[config.mk]
export PLATFORM = sky130hd
export DESIGN_NAME = calc_unit
export DESIGN_NICKNAME = d
export VERILOG_FILES = /design/src/rtl/calc_pkg.sv /design/src/rtl/calc_alu.sv /design/src/rtl/calc_unit.sv
export SDC_FILE = /design/constraint.sdc
export NUM_CORES = 1
export LEC_CHECK = 0
export CAP_MARGIN = 20
export CORE_MARGIN = 3
export CORE_UTILIZATION = 35
export DETAILED_ROUTE_END_ITERATION = 16
export SLEW_MARGIN = 20
export SYNTH_ARGS = -nofsm -noshare
export SYNTH_HDL_FRONTEND = slang
export SYNTH_HIERARCHICAL = 1
export SYNTH_SLANG_ARGS = --single-unit
[constraint.sdc]
create_clock -name clk -period 12.2 [get_ports clk]
set_input_delay 2.44 -clock clk [delete_from_list [all_inputs] [get_ports clk]]
set_output_delay 2.44 -clock clk [all_outputs]
set_load 0.01 [all_outputs]
[src/rtl/calc_pkg.sv]
// Shared constants for the accumulator calculator: widths, internal ALU op
// codes and the push-button opcode decode.
package calc_pkg;

  localparam int DATA_W = 16;
  localparam int ALU_W  = 32;

  typedef logic [3:0] alu_op_t;

  // Internal ALU op codes are independent of the button encoding so the ALU
  // can be reused behind a different front end.
  localparam alu_op_t ALU_AND = 4'b0000;
  localparam alu_op_t ALU_OR  = 4'b0001;
  localparam alu_op_t ALU_ADD = 4'b0010;
  localparam alu_op_t ALU_SLL = 4'b0011;
  localparam alu_op_t ALU_XOR = 4'b0100;
  localparam alu_op_t ALU_SUB = 4'b0110;
  localparam alu_op_t ALU_SLT = 4'b0111;
  localparam alu_op_t ALU_SRA = 4'b1000;

  function automatic alu_op_t decode_op(input logic [2:0] opcode);
    alu_op_t op;
    case (opcode)
      3'b000:  op = ALU_AND;
      3'b001:  op = ALU_OR;
      3'b010:  op = ALU_ADD;
      3'b011:  op = ALU_SUB;
      3'b100:  op = ALU_SLT;
      3'b101:  op = ALU_SLL;
      3'b110:  op = ALU_SRA;
      3'b111:  op = ALU_XOR;
      default: op = ALU_AND;
    endcase
    return op;
  endfunction

endpackage

[src/rtl/calc_alu.sv]
// Purely combinational 32-bit ALU with a zero flag; shift amounts use only
// the low five bits of op2.
module calc_alu
  import calc_pkg::*;
(
  input  logic [ALU_W-1:0] op1,
  input  logic [ALU_W-1:0] op2,
  input  alu_op_t          op,
  output logic [ALU_W-1:0] result,
  output logic             zero
);

  logic [4:0] shamt;

  assign shamt = op2[4:0];

  always_comb begin
    result = '0;
    case (op)
      ALU_AND: result = op1 & op2;
      ALU_OR:  result = op1 | op2;
      ALU_ADD: result = op1 + op2;
      ALU_SUB: result = op1 - op2;
      ALU_SLT: result = {{(ALU_W-1){1'b0}}, ($signed(op1) < $signed(op2))};
      ALU_SLL: result = op1 << shamt;
      ALU_SRA: result = $signed(op1) >>> shamt;
      ALU_XOR: result = op1 ^ op2;
      default: result = '0;
    endcase
  end

  assign zero = (result == '0);

endmodule

[src/rtl/calc_unit.sv]
// Accumulator calculator: the LEDs show a 16-bit accumulator that, while the
// load button is held, takes the ALU result of (accumulator op switches).
module calc_unit
  import calc_pkg::*;
(
  input  logic              clk,
  input  logic              btnu,
  input  logic              btnd,
  input  logic              btnl,
  input  logic              btnc,
  input  logic              btnr,
  input  logic [DATA_W-1:0] sw,
  output logic [DATA_W-1:0] led
);

  logic [DATA_W-1:0] acc;
  logic [ALU_W-1:0]  op1;
  logic [ALU_W-1:0]  op2;
  logic [ALU_W-1:0]  alu_result;
  logic              alu_zero;
  alu_op_t           alu_op;

  assign op1    = {{(ALU_W-DATA_W){acc[DATA_W-1]}}, acc};
  assign op2    = {{(ALU_W-DATA_W){sw[DATA_W-1]}}, sw};
  assign alu_op = decode_op({btnl, btnc, btnr});

  calc_alu u_alu (
    .op1    (op1),
    .op2    (op2),
    .op     (alu_op),
    .result (alu_result),
    .zero   (alu_zero)
  );

  // Only the low half of the ALU result is kept; the rest wraps away.
  always_ff @(posedge clk or negedge btnu) begin
    if (!btnu)
      acc <= '0;
    else if (btnd)
      acc <= alu_result[DATA_W-1:0];
  end

  logic unused_alu_bits;
  assign unused_alu_bits = ^{alu_zero, alu_result[ALU_W-1:DATA_W]};

  assign led = acc;

endmodule

# After elaboration in Yosys (flattened, before gate mapping)
# Memory sizes are Yosys's and may differ from the RTL's.
# Index checks and enable logic that the tools add are counted.
dict set report word_totals {
  reg_bits 16
  n_memories 1
  romBits 32
  out_inout_bits 16
}
# memory words word_bits rd rd_clocked_by_memory_dff wr line_no
set mem_list {}
lappend mem_list {{(no name shown)} 8 4 1 0 0 calc_pkg.sv:23} ;# case (opcode)
dict set report op_classes {
  n_reduce_logical 1
  muxes 1
  magnitude_cmp 1
  shifts 2
  bitwise_logic 3
  addsub 2
  n_eq_ne 7
}
# op n
set ops {}
lappend ops {{case mux 16 bit (8 select lines)} 1}
lappend ops {{<< shifter 32 x 5 -> 16 bit} 1}
lappend ops {{adder 16 bit} 1}
lappend ops {{bitwise AND 16 bit} 1}
lappend ops {{< comparator 16 bit} 1}
lappend ops {{bitwise OR 16 bit} 1}
lappend ops {{>>> shifter 16 x 5 -> 16 bit} 1}
lappend ops {{subtractor 16 bit} 1}
lappend ops {{XOR 16 bit} 1}
lappend ops {{== test 4 x 3 -> 1 bit (second input constant)} 3}
lappend ops {{== test 4 x 2 -> 1 bit (second input constant)} 2}
lappend ops {{== test 4 x 1 -> 1 bit (second input constant)} 1}
lappend ops {{== test 4 bit (second input constant)} 1}
lappend ops {{logical NOT 4 bit} 1}

# Longest topological paths before layout
# Gate-level depths: netlist of run 1.
# An unclocked memory read counts as a cell.
dict set report depth {
  depth_word 3
  mapped_depth 15
  depth_no_buf 12
}

# By module
# Netlist of run 1, hierarchy kept.
# mod n_inst cells_each area_per_inst_um2
set by_module_without_submodules {}
lappend by_module_without_submodules {calc_alu 1 1415 10197.3}
lappend by_module_without_submodules {calc_unit 1 43 732.0}

# Worst setup path before layout of run 1
# Ideal clock, no wire load.
dict set report synth_timing {
  path_type {input-to-reg}
  startpoint {in sw[1]}
  endpoint {reg acc[15] (netlist: led[15])}
  required_ps 12068
  path_stages 13
  setup_time_ps 132
  arrival_time_ps 5600
  slack_ps 6467
  cell_sequence {buf_2 -> inv_1 -> buf_2 -> buf_2 -> clkbuf_1 -> ha_1 -> o21bai_1 -> o2111ai_1 -> a31oi_1 -> a311oi_4 -> a211o_1 -> a311o_1 -> mux2_2}
}
dict set report synth_between {
  elab_chain_len 2
  word_cells_on_any_way 5
  cone_classes {2 x add/sub; 2 x shift; 1 x mux}
}
# element line_no
set synth_rtl {}
lappend synth_rtl {{start, declared} calc_unit.sv:12} ;# input logic [DATA_W-1:0] sw,
lappend synth_rtl {{subtractor 16 bit, or another cell as far along} calc_alu.sv:23} ;# ALU_SUB: result = op1 - op2;
lappend synth_rtl {{case mux 16 bit (8 select lines) *} calc_alu.sv:19} ;# case (op)
lappend synth_rtl {{net alu_result[15]} calc_unit.sv:19} ;# logic [ALU_W-1:0] alu_result;
lappend synth_rtl {{end signal, assigned} calc_unit.sv:40} ;# acc <= alu_result[DATA_W-1:0];
lappend synth_rtl {{end, declared} calc_unit.sv:16} ;# logic [DATA_W-1:0] acc;
# Mark *: on every way through the listed nets, which the timed path passes. The rest lies on a longest branch.
# A chain may end at the register's enable or synchronous reset.

# Final worst setup path of run 1
dict set report layout_timing {
  startpoint {in sw[2]}
  endpoint {reg acc[15] (netlist: led[15])}
}
# The elaborated chain is that of the path after synthesis.

==> results of run 1 <==
[worst max-delay path by stage]
| stage | to | slack [ns] | depth (start not counted) |
|---|---|---|---|
| global route | led[12] | 5.91 | 12 |
| global placement | led[15] | 6.01 | 11 |
| detailed placement | led[15] | 5.93 | 11 |
| finish | led[15] | 6.14 | 11 |
| CTS | led[15] | 6.20 | 11 |
| floorplan | led[15] | 6.69 | 13 |
[critical path: cells and delay by family]
family	cells	cell delay (ns)
compound gates	5	1.54
fa+ha+maj	1	0.53
buf+inv	3	1.29
mux	1	0.26
simple gates	1	0.11
[cell type report]
| class | count | area, µm² | area share, % |
|---|---|---|---|
| Timing Repair Buffer | 49 | 442.9 | 5.859 |
| Sequential cell | 16 | 404.1 | 5.346 |
| Multi-Input combinational cell | 692 | 5921 | 78.32 |
| Clock buffer | 4 | 78.83 | 1.043 |
| Tap cell | 270 | 337.8 | 4.469 |
| Inverter | 100 | 375.4 | 4.965 |
[power by group through the flow]
stage / combinational (mW) / clock (mW) / sequential (mW)
global route: 1.26 / 0.0743 / 0.221
floorplan: 0.871 / 0 / 0.151
CTS: 1.13 / 0.0734 / 0.211
finish: 1.15 / 0.0724 / 0.211
detailed placement: 1.13 / 0 / 0.211
global placement: 1.12 / 0 / 0.210
[metal layers]
| metal | track usage [%] | wire (µm) | part of all wire, % |
|---|---|---|---|
| met1 | 30.73 | 10380 | 42 |
| met2 | 32.77 | 10940 | 44 |
| met3 | 3.221 | 2577 | 10 |
| met4 | 7.842 | 993 | 4.0 |
| met5 | 0 | 0 | 0 |
[through the flow]
step                total power, mW  cell area, µm²  hold WS, ns
floorplan                     1.022            7316       0.6223
global placement              1.328            7486       0.7654
detailed placement            1.336            7481       0.7757
CTS                           1.415            7560       0.7915
global route                  1.553            7560       0.8055
finish                        1.436            7560       0.8007
==> Flow_metrics.wiki, run 1 <==
{| class="wikitable"
! Metric !! Value
|-
| Run status || finished clean
|-
| Leakage component of the power || 3.216 nW
|-
| Worst slew margin relative to its limit || between 30% and 40%
|-
| Largest vdd supply drop || between 80 and 90 µV
|-
| Clock-pin slew on the worst setup and hold paths || roughly 0.060 ns
|-
| Number of cell instances on the worst register-to-register path || 10
|-
| Startpoint Class || input port
|-
| DRC violations left || 0
|-
| Inserted Clock Buffers || 3
|-
| Internal power summed over all cells || 644.3 µW
|-
| Number of H-tree branching levels || 1
|-
| Maximum single-stage delay on the critical path || about 0.66 ns
|-
| Critical path data required time || roughly 12 ns
|-
| Initial antenna violation count || 0
|-
| Area of the mapped netlist || between 7000 and 8000 µm²
|-
| Post-route clock skew || about 0.0023 ns
|-
| Detailed router's first-iteration violation count || 966
|-
| CP Class || input port to register
|-
| Syn nets || ~1000
|-
| Crit path arrival time || between 6 and 7 ns
|-
| Worst slew pin tran || ~0.95 ns
|-
| Critical Path Source || sw[2]
|-
| Antenna cells || 0
|-
| Cell count after placement || around 1100
|-
| Part of the power in registers || 14.7%
|-
| Standard cell core area || 20360 µm²
|-
| Worst Hold Class || register to register
|-
| Reg-to-reg critical path endpoint || led[0]
|-
| Count of instances resized after the clock tree is built || 0
|-
| Library cell contributing the largest single delay on the critical path || sky130_fd_sc_hd__buf_4
|-
| Hold-critical path depth || 1
|-
| Commonest non-fill, non-tap cell in the layout || sky130_fd_sc_hd__inv_1
|-
| Final net count || about 970
|-
| Die footprint || between 20000 and 25000 µm²
|-
| Fraction of final layout cells with drive strength greater than 1 || 14.29%
|-
| Ratio of total power to cell area || around 190 nW/µm²
|-
| Vias || between 6000 and 7000
|-
| Origin of the worst min-delay path || led[1]
|-
| Clock Root Buffer || sky130_fd_sc_hd__clkbuf_16
|-
| Max Fanout on Critical Path || between 60 and 70
|-
| Starting utilization of the core area || between 30% and 40%
|-
| Wire length reported by the detailed router || roughly 25000 µm
|-
| DR vias/cell || 6.126
|-
| I/O pin cnt || 38
|-
| Setup Total Neg Slack || 0 ns
|-
| Detail Placement HPWL || around 18000 µm
|-
| Leading cell types in the layout, fill and taps excluded || sky130_fd_sc_hd__inv_1 (96), sky130_fd_sc_hd__ha_1 (86), sky130_fd_sc_hd__nor2_1 (66)
|-
| Mean area per synthesized cell || between 7 and 8 µm²
|-
| Final setup violating endpoints || 0
|-
| Warnings, synthesis || 6
|-
| Reported net switching power || roughly 790 µW
|-
| Worst Hold End || led[1]
|-
| CTS tree || built
|-
| Die Wd || 150.6 µm
|-
| CP Cell Sequence || buf_2 -> buf_4 -> inv_1 -> ha_1 -> nand2b_1 -> o2111ai_1 -> a31oi_1 -> a311oi_4 -> a211o_1 -> a311o_1 -> mux2_2
|-
| Origin of the critical flop-to-flop path || led[15]
|-
| Worst-Skew Late Latency || approximately 0.26 ns
|-
| Final critical-path share of the clock period || 49.70%
|-
| Gpl congestion || just under 1
|-
| Fraction of power consumed by combinational cells || approximately four fifths
|-
| Critical path capture point type || register
|-
| Fill cells || between 2000 and 2500
|-
| Final ANT Viol Nets || 0
|-
| Setup repair after global routing missed its margin || no
|-
| Overall overflow remaining after global route || 0
|-
| Flip-flop count of the largest register after layout || 16
|-
| Highest achievable clock rate || ~0.16 GHz
|-
| R2R Setup Slk || roughly 8.5 ns
|-
| Final cell utilization of the core || 37.12%
|-
| Die extent in y || about 150 µm
|-
| Post-Layout Cell Count || ~1100
|-
| Global-route wire length before repair || 38170 µm
|-
| Shortest clock period the worst path allows after layout || about 6.1 ns
|-
| Fraction of power spent switching nets || between 50% and 60%
|-
| Clk buf depth || 2
|-
| Post-synthesis to final-layout area growth || 3.335%
|-
| All-layer global routing usage || 21.48%
|-
| Final Max Slew Viols || 0
|-
| Maximum number of pins on one net before global-route repair || ~80
|-
| Count of hold-fix buffers inserted at cts || 0
|-
| Buffer count from post-CTS setup fixing || 0
|-
| Placement Setup Slack || ~5.9 ns
|-
| Max_cap viols || 0
|-
| Crit path setup slack, layout || between 6 and 7 ns
|-
| Cell count after synthesis || a little over 900
|-
| Number of iterations in the first detailed-routing pass || 6
|-
| Clock network fraction of total power || under 10%
|-
| Post-detailed-route wirelength per cell || 22.01 µm
|-
| IO buf count || 37
|-
| Number of global-route vias before repair || 6424
|-
| Site Rows || between 50 and 60
|-
| CTS sink count || 16
|-
| Final Hold Vio Count || 0
|}
(Power assumes the default switching activity.)
==> inputs of run 2 (changes only) <==
- clock period: 12.2 -> 5.7 ns (I/O delays scaled with it)
==> run 2 against run 1 <==
  * Non-clock buffer count up 4
  * Final area up 0.60%
  * Sequential share of layout area is essentially flat
  * Clock power grew 140%
  * Critical endpoint unchanged
  * Largest cell class unchanged
  * Largest power group unchanged
==> Flow_metrics.wiki, run 2 (same netlist as run 1, synthesis figures left out) <==
{| class="wikitable"
! Metric !! Value
|-
| Run status || finished clean
|-
| Final net count || 976 (+0.41%)
|-
| Gpl congestion || 1.036 (+5.2%)
|-
| Largest vdd supply drop || 180.5 µV (+120%)
|-
| Reg-to-reg critical path endpoint || led[15]
|-
| Worst slew margin relative to its limit || 37.72% (+0.93 points)
|-
| Die footprint || 22670 µm² (unchanged)
|-
| Critical path capture point type || register
|-
| Highest achievable clock rate || 0.2222 GHz
|-
| Buffer count from post-CTS setup fixing || 0 (unchanged)
|-
| I/O pin cnt || 38 (unchanged)
|-
| Reported net switching power || 1.722 mW (+120%)
|-
| Worst-Skew Late Latency || 0.26 ns (about the same)
|-
| Post-synthesis to final-layout area growth || 3.951%
|-
| Maximum number of pins on one net before global-route repair || 114 (+44%)
|-
| CP Class || input port to register
|-
| Final critical-path share of the clock period || 78.95%
|-
| Clk buf depth || 2 (unchanged)
|-
| Worst Hold Class || register to register
|-
| DR vias/cell || 6.188 (+1.0%)
|-
| Fraction of power spent switching nets || 55.34% (+0.22 points)
|-
| Detail Placement HPWL || 18950 µm (+3.2%)
|-
| Die extent in y || 150.6 µm (unchanged)
|-
| Number of cell instances on the worst register-to-register path || 10 (unchanged)
|-
| Detailed router's first-iteration violation count || 1016 (+5.2%)
|-
| IO buf count || 37 (unchanged)
|-
| CTS tree || built
|-
| Placed Area || 7516 µm² (+0.47%)
|-
| Starting utilization of the core area || 35.92% (unchanged)
|-
| CTS sink count || 16 (unchanged)
|-
| Antenna cells || 0 (unchanged)
|-
| Final Hold Vio Count || 0 (unchanged)
|-
| Maximum single-stage delay on the critical path || 0.76 ns (+0.10 ns)
|-
| Global-route wire length before repair || 39540 µm (+3.6%)
|-
| Final ANT Viol Nets || 0 (unchanged)
|-
| Part of the power in registers || 16.7% (+2.0 points)
|-
| Critical path data required time || 5.84 ns (-6.50 ns)
|-
| Count of hold-fix buffers inserted at cts || 0 (unchanged)
|-
| Worst slew pin tran || 0.9342 ns (-0.01095 ns)
|-
| Fraction of power consumed by combinational cells || 77.7% (-2.5 points)
|-
| Number of H-tree branching levels || 1 (unchanged)
|-
| Worst Hold End || led[1]
|-
| Startpoint Class || input port
|-
| Max_cap viols || 0 (unchanged)
|-
| Ratio of total power to cell area || 409.1 nW/µm² (+120%)
|-
| Clock network fraction of total power || 5.5% (+0.5 points)
|-
| Inserted Clock Buffers || 3 (unchanged)
|-
| Leading cell types in the layout, fill and taps excluded || sky130_fd_sc_hd__inv_1 (96), sky130_fd_sc_hd__ha_1 (86), sky130_fd_sc_hd__nor2_1 (66)
|-
| Crit path arrival time || 4.64 ns (-1.57 ns)
|-
| Internal power summed over all cells || 1.389 mW (+120%)
|-
| Flip-flop count of the largest register after layout || 16 (unchanged)
|-
| DRC violations left || 0 (unchanged)
|-
| Clock Root Buffer || sky130_fd_sc_hd__clkbuf_16
|-
| Origin of the critical flop-to-flop path || led[6]
|-
| Setup Total Neg Slack || 0 ns (unchanged)
|-
| Number of global-route vias before repair || 6604 (+2.8%)
|-
| Max Fanout on Critical Path || 13 (-80%)
|-
| Fraction of final layout cells with drive strength greater than 1 || 14.68% (+0.40 points)
|-
| Critical Path Source || sw[4]
|-
| Hold-critical path depth || 1 (unchanged)
|-
| CP Cell Sequence || clkdlybuf4s50_1 -> clkinv_1 -> ha_1 -> inv_1 -> o2111ai_1 -> a31oi_1 -> a311oi_4 -> a211o_1 -> a311o_1 -> mux2_2
|-
| Setup repair after global routing missed its margin || no
|-
| All-layer global routing usage || 22.41% (+0.93 points)
|-
| Post-detailed-route wirelength per cell || 22.70 µm (+3.1%)
|-
| Site Rows || 52 (unchanged)
|-
| Shortest clock period the worst path allows after layout || roughly 4.5 ns
|-
| Die Wd || 150.6 µm (unchanged)
|-
| Final Max Slew Viols || 0 (unchanged)
|-
| Post-Layout Cell Count || 1135 (+0.35%)
|-
| Final setup violating endpoints || 0 (unchanged)
|-
| Standard cell core area || 20360 µm² (unchanged)
|-
| Clock-pin slew on the worst setup and hold paths || 0.07 ns (about the same)
|-
| Count of instances resized after the clock tree is built || 0 (unchanged)
|-
| Number of iterations in the first detailed-routing pass || 6 (unchanged)
|-
| Leakage component of the power || 3.241 nW (+0.78%)
|-
| Cell count after placement || 1131 (+0.35%)
|-
| Overall overflow remaining after global route || 0 (unchanged)
|-
| Wire length reported by the detailed router || 25760 µm (+3.5%)
|-
| Final Cell Area || 7605 µm² (+0.60%)
|-
| R2R Setup Slk || 2.05 ns (-6.40 ns)
|-
| Post-route clock skew || 0.008190 ns (+0.005925 ns)
|-
| Library cell contributing the largest single delay on the critical path || sky130_fd_sc_hd__clkdlybuf4s50_1
|-
| Initial antenna violation count || 0 (unchanged)
|-
| Origin of the worst min-delay path || led[1]
|-
| Commonest non-fill, non-tap cell in the layout || sky130_fd_sc_hd__inv_1
|-
| Vias || 7023 (+1.4%)
|}
run 2: worst max-delay path by stage:
stage,to,slack [ns],depth (start not counted)
floorplan,led[15],1.49,13
detailed placement,led[15],1.03,10
global route,led[15],0.99,11
finish,led[15],1.20,10
CTS,led[15],1.27,10
global placement,led[15],1.07,10
run 2: worst max-delay path: cells and delay by family:
kind | cells | cell delay [ns]
compound gates | 5 | 1.57
buf+inv | 3 | 1.24
fa+ha+maj | 1 | 0.44
mux | 1 | 0.26
run 2: stage by stage:
stage	util, %	worst slack (ns)	hold slack [ns]	power (mW)
6_report	37.34	1.200	0.8140	3.111
5_1_grt	37.34	0.9858	0.8776	3.360
4_1_cts	37.34	1.275	0.8190	3.060
3_5_place_dp	36.91	1.027	0.8054	2.877
3_3_place_gp	36.91	1.067	0.8075	2.866
2_1_floorplan	-	1.492	0.6223	2.187
run 2: power by group through the flow:
stage | registers, mW | logic (mW) | clock network, mW
after floorplan | 0.323 | 1.86 | 0
after global placement | 0.513 | 2.35 | 0
after detailed placement | 0.516 | 2.36 | 0
after CTS | 0.515 | 2.37 | 0.171
after global routing | 0.546 | 2.64 | 0.176
final | 0.520 | 2.42 | 0.173
run 2: area by class of cell:
class                   count  area [µm²]
flip-flops and latches     16       404.1
well taps                 270       337.8
clock buffers               4       88.84
inverters                 100       375.4
fillers                  2107       12760
repair buffers             53       478.0
multi-input cells         692        5921
run 2: metal layers:
metal / up-vias / track usage [%] / wire (µm) / part of all wire (%)
met3: 66 / 3.823 / 2855 / 11
li1: 3201 / - / - / -
met4: 0 / 7.434 / 973 / 3.8
met2: 433 / 35.03 / 11290 / 44
met1: 3323 / 31.39 / 10640 / 41
met5: - / 0 / 0 / 0
==> inputs of run 3 (changes only) <==
- clock period: 5.7 -> 4.67 ns (I/O delays scaled with it)
==> run 3 against run 2 <==
  * Clock skew barely moved
  * Die area stayed put
  * Cell count up 1.7%
  * Utilization rose by 0.79 points
  * Sequential power up 4.6%
  * Critical path depth up 3
  * Sequential share of layout area shrank 0.11 points
  * Largest power group unchanged
  * Critical path type unchanged
  * Global-route usage decreased by 0.34 points
  * Non-clock buffer count grew 19
  * Critical endpoint is now led[12]
==> Flow_metrics.wiki, run 3 (same netlist as run 1, synthesis figures left out) <==
{| class="wikitable"
! Metric !! Value
|-
| Post-Layout Cell Count || 1154 (+1.7%)
|-
| Starting utilization of the core area || 35.92% (unchanged)
|-
| DR vias/cell || 5.991 (-3.2%)
|-
| Final setup violating endpoints || 0 (unchanged)
|-
| Crit path setup slack, layout || 0.5871 ns (-0.6126 ns)
|-
| Worst-Skew Late Latency || 0.26 ns (about the same)
|-
| Critical path data required time || 4.81 ns (-1.03 ns)
|-
| CP delay by family, top || buffers and inverters
|-
| Final net count || 995 (+1.9%)
|-
| Worst Hold End || led[6]
|-
| Reg-to-reg critical path endpoint || led[15]
|-
| Origin of the critical flop-to-flop path || led[12]
|-
| Maximum number of pins on one net before global-route repair || 77 (-32%)
|-
| Final Max Slew Viols || 0 (unchanged)
|-
| CP Cell Sequence || clkdlybuf4s50_1 -> inv_1 -> ha_1 -> mux2_2 -> buf_4 -> nor4b_1 -> buf_4 -> a22oi_1 -> o221ai_1 -> a211oi_1 -> o21ai_0 -> nand3b_1 -> mux2_2
|-
| Worst slew margin relative to its limit || 23.49% (-14 points)
|-
| Crit path arrival time || 4.22 ns (-0.42 ns)
|-
| Placement Setup Slack || 0.3468 ns (-0.6806 ns)
|-
| Max_cap viols || 0 (unchanged)
|-
| Post-detailed-route wirelength per cell || 21.88 µm (-3.6%)
|-
| I/O pin cnt || 38 (unchanged)
|-
| Clock network fraction of total power || 5.3% (-0.2 points)
|-
| Startpoint Class || input port
|-
| Hold-critical path depth || 2 (+1)
|-
| Run status || finished clean
|-
| CTS sink count || 16 (unchanged)
|-
| Setup Total Neg Slack || 0 ns (unchanged)
|-
| Flip-flop count of the largest register after layout || 16 (unchanged)
|-
| Final cell utilization of the core || 38.14% (+0.79 points)
|-
| Leakage component of the power || 3.342 nW (+3.1%)
|-
| All-layer global routing usage || 22.07% (-0.34 points)
|-
| Part of the power in registers || 14.2% (-2.5 points)
|-
| Critical path capture point type || register
|-
| Library cell contributing the largest single delay on the critical path || sky130_fd_sc_hd__clkdlybuf4s50_1
|-
| CP bufs+invs || 4 (+1)
|-
| Fraction of power spent switching nets || 54.55% (-0.79 points)
|-
| Initial antenna violation count || 1 (+1)
|-
| Highest achievable clock rate || approximately 0.24 GHz
|-
| Site Rows || 52 (unchanged)
|-
| Die Wd || 150.6 µm (unchanged)
|-
| Max Fanout on Critical Path || 12 (-1)
|-
| Cell count after placement || 1150 (+1.7%)
|-
| Inserted Clock Buffers || 3 (unchanged)
|-
| Worst slew pin tran || 1.144 ns (+0.2099 ns)
|-
| Final critical-path share of the clock period || between 80% and 90%
|-
| Maximum single-stage delay on the critical path || 0.55 ns (-0.21 ns)
|-
| Clk buf depth || 2 (unchanged)
|-
| Vias || 6914 (-1.6%)
|-
| Ratio of total power to cell area || 493.9 nW/µm² (+21%)
|-
| Wire length reported by the detailed router || 25250 µm (-2.0%)
|-
| Number of cell instances on the worst register-to-register path || 8 (-2)
|-
| Fraction of final layout cells with drive strength greater than 1 || 16.40% (+1.7 points)
|-
| R2R Setup Slk || 1.15 ns (-0.90 ns)
|-
| Fraction of power consumed by combinational cells || 80.6% (+2.9 points)
|-
| Final Hold Vio Count || 0 (unchanged)
|-
| Origin of the worst min-delay path || led[6]
|-
| Count of instances resized after the clock tree is built || 0 (unchanged)
|-
| Count of hold-fix buffers inserted at cts || 0 (unchanged)
|-
| Antenna cells || 0 (unchanged)
|-
| Standard cell core area || 20360 µm² (unchanged)
|-
| Overall overflow remaining after global route || 0 (unchanged)
|-
| Clock Root Buffer || sky130_fd_sc_hd__clkbuf_16
|-
| CP Class || input port to register
|-
| IO buf count || 37 (unchanged)
|-
| Buffer count from post-CTS setup fixing || 0 (unchanged)
|-
| Shortest clock period the worst path allows after layout || 4.083 ns
|-
| Gpl congestion || 0.9380 (-9.4%)
|-
| Detail Placement HPWL || 18760 µm (-1.0%)
|-
| Die footprint || 22670 µm² (unchanged)
|-
| Internal power summed over all cells || 1.743 mW (+25%)
|-
| Clock-pin slew on the worst setup and hold paths || 0.06 ns (about the same)
|-
| Leading cell types in the layout, fill and taps excluded || sky130_fd_sc_hd__inv_1 (96), sky130_fd_sc_hd__ha_1 (86), sky130_fd_sc_hd__nor2_1 (66)
|-
| Largest vdd supply drop || 195.9 µV (+8.5%)
|-
| Post-route clock skew || 0.008423 ns (+0.0002325 ns)
|-
| Post-synthesis to final-layout area growth || 6.157%
|-
| Number of global-route vias before repair || 6508 (-1.5%)
|-
| DRC violations left || 0 (unchanged)
|-
| Final ANT Viol Nets || 0 (unchanged)
|-
| Number of H-tree branching levels || 1 (unchanged)
|-
| Setup repair after global routing missed its margin || no
|-
| Detailed router's first-iteration violation count || 961 (-5.4%)
|-
| Reported net switching power || 2.092 mW (+22%)
|-
| Commonest non-fill, non-tap cell in the layout || sky130_fd_sc_hd__inv_1
|-
| Worst Hold Class || register to register
|-
| Number of iterations in the first detailed-routing pass || 5 (-1)
|-
| Die extent in y || 150.6 µm (unchanged)
|-
| Global-route wire length before repair || 39060 µm (-1.2%)
|-
| CTS tree || built
|}
run 3: cell types whose count changed in the layout (fill, tap and decap cells not counted), sizes merged:
cell | previous run | this run
buf | 19 | 38
run 3: worst min-delay path, stage by stage (launching register included):
cell and delay, ns:
sky130_fd_sc_hd__dfrtp_1 0.35, sky130_fd_sc_hd__buf_4 0.27, sky130_fd_sc_hd__mux2_4 0.19
run 3: metal layers:
layer | GRT usage, % | vias to the layer above | wire [µm]
met3 | 3.883 | 66 | 2175
met2 | 33.55 | 323 | 11040
met1 | 31.05 | 3280 | 10940
li1 | - | 3245 | -
met5 | 0 | - | 0
met4 | 8.704 | 0 | 1100
run 3: area by class of cell:
class                      count  area [µm²]
multi-input combinational    692        5914
tap                          270       337.8
timing repair buffer          72       645.6
clock buffer                   4       88.84
sequential                    16       404.1
fill                        2094       12600
inverter                     100       375.4
run 3: stage by stage:
stage / hold WS [ns] / total power, mW / area (µm²)
2_1_floorplan: 0.6223 / 2.669 / 7316
4_1_cts: 0.8197 / 3.780 / 7766
3_3_place_gp: 0.7982 / 3.542 / 7677
3_5_place_dp: 0.8120 / 3.556 / 7677
6_report: 0.8428 / 3.836 / 7766
5_1_grt: 0.8669 / 4.131 / 7766
run 3: power by group through the flow:
| stage | clock [mW] | sequential [mW] | combinational (mW) |
|---|---|---|---|
| 6_report | 0.202 | 0.544 | 3.09 |
| 5_1_grt | 0.210 | 0.569 | 3.35 |
| 4_1_cts | 0.205 | 0.540 | 3.04 |
| 3_5_place_dp | 0 | 0.540 | 3.02 |
| 3_3_place_gp | 0 | 0.535 | 3.01 |
| 2_1_floorplan | 0 | 0.394 | 2.27 |
run 3: worst max path at each step:
stage                     start      end  slack, ns  cells past startpoint
after CTS                  btnc  led[12]       0.61                     13
after floorplan           sw[1]  led[15]       0.67                     13
after global routing       btnc   led[7]       0.44                     10
after global placement     btnc  led[12]       0.38                     13
after detailed placement   btnc  led[12]       0.35                     13
final                      btnc  led[12]       0.59                     13
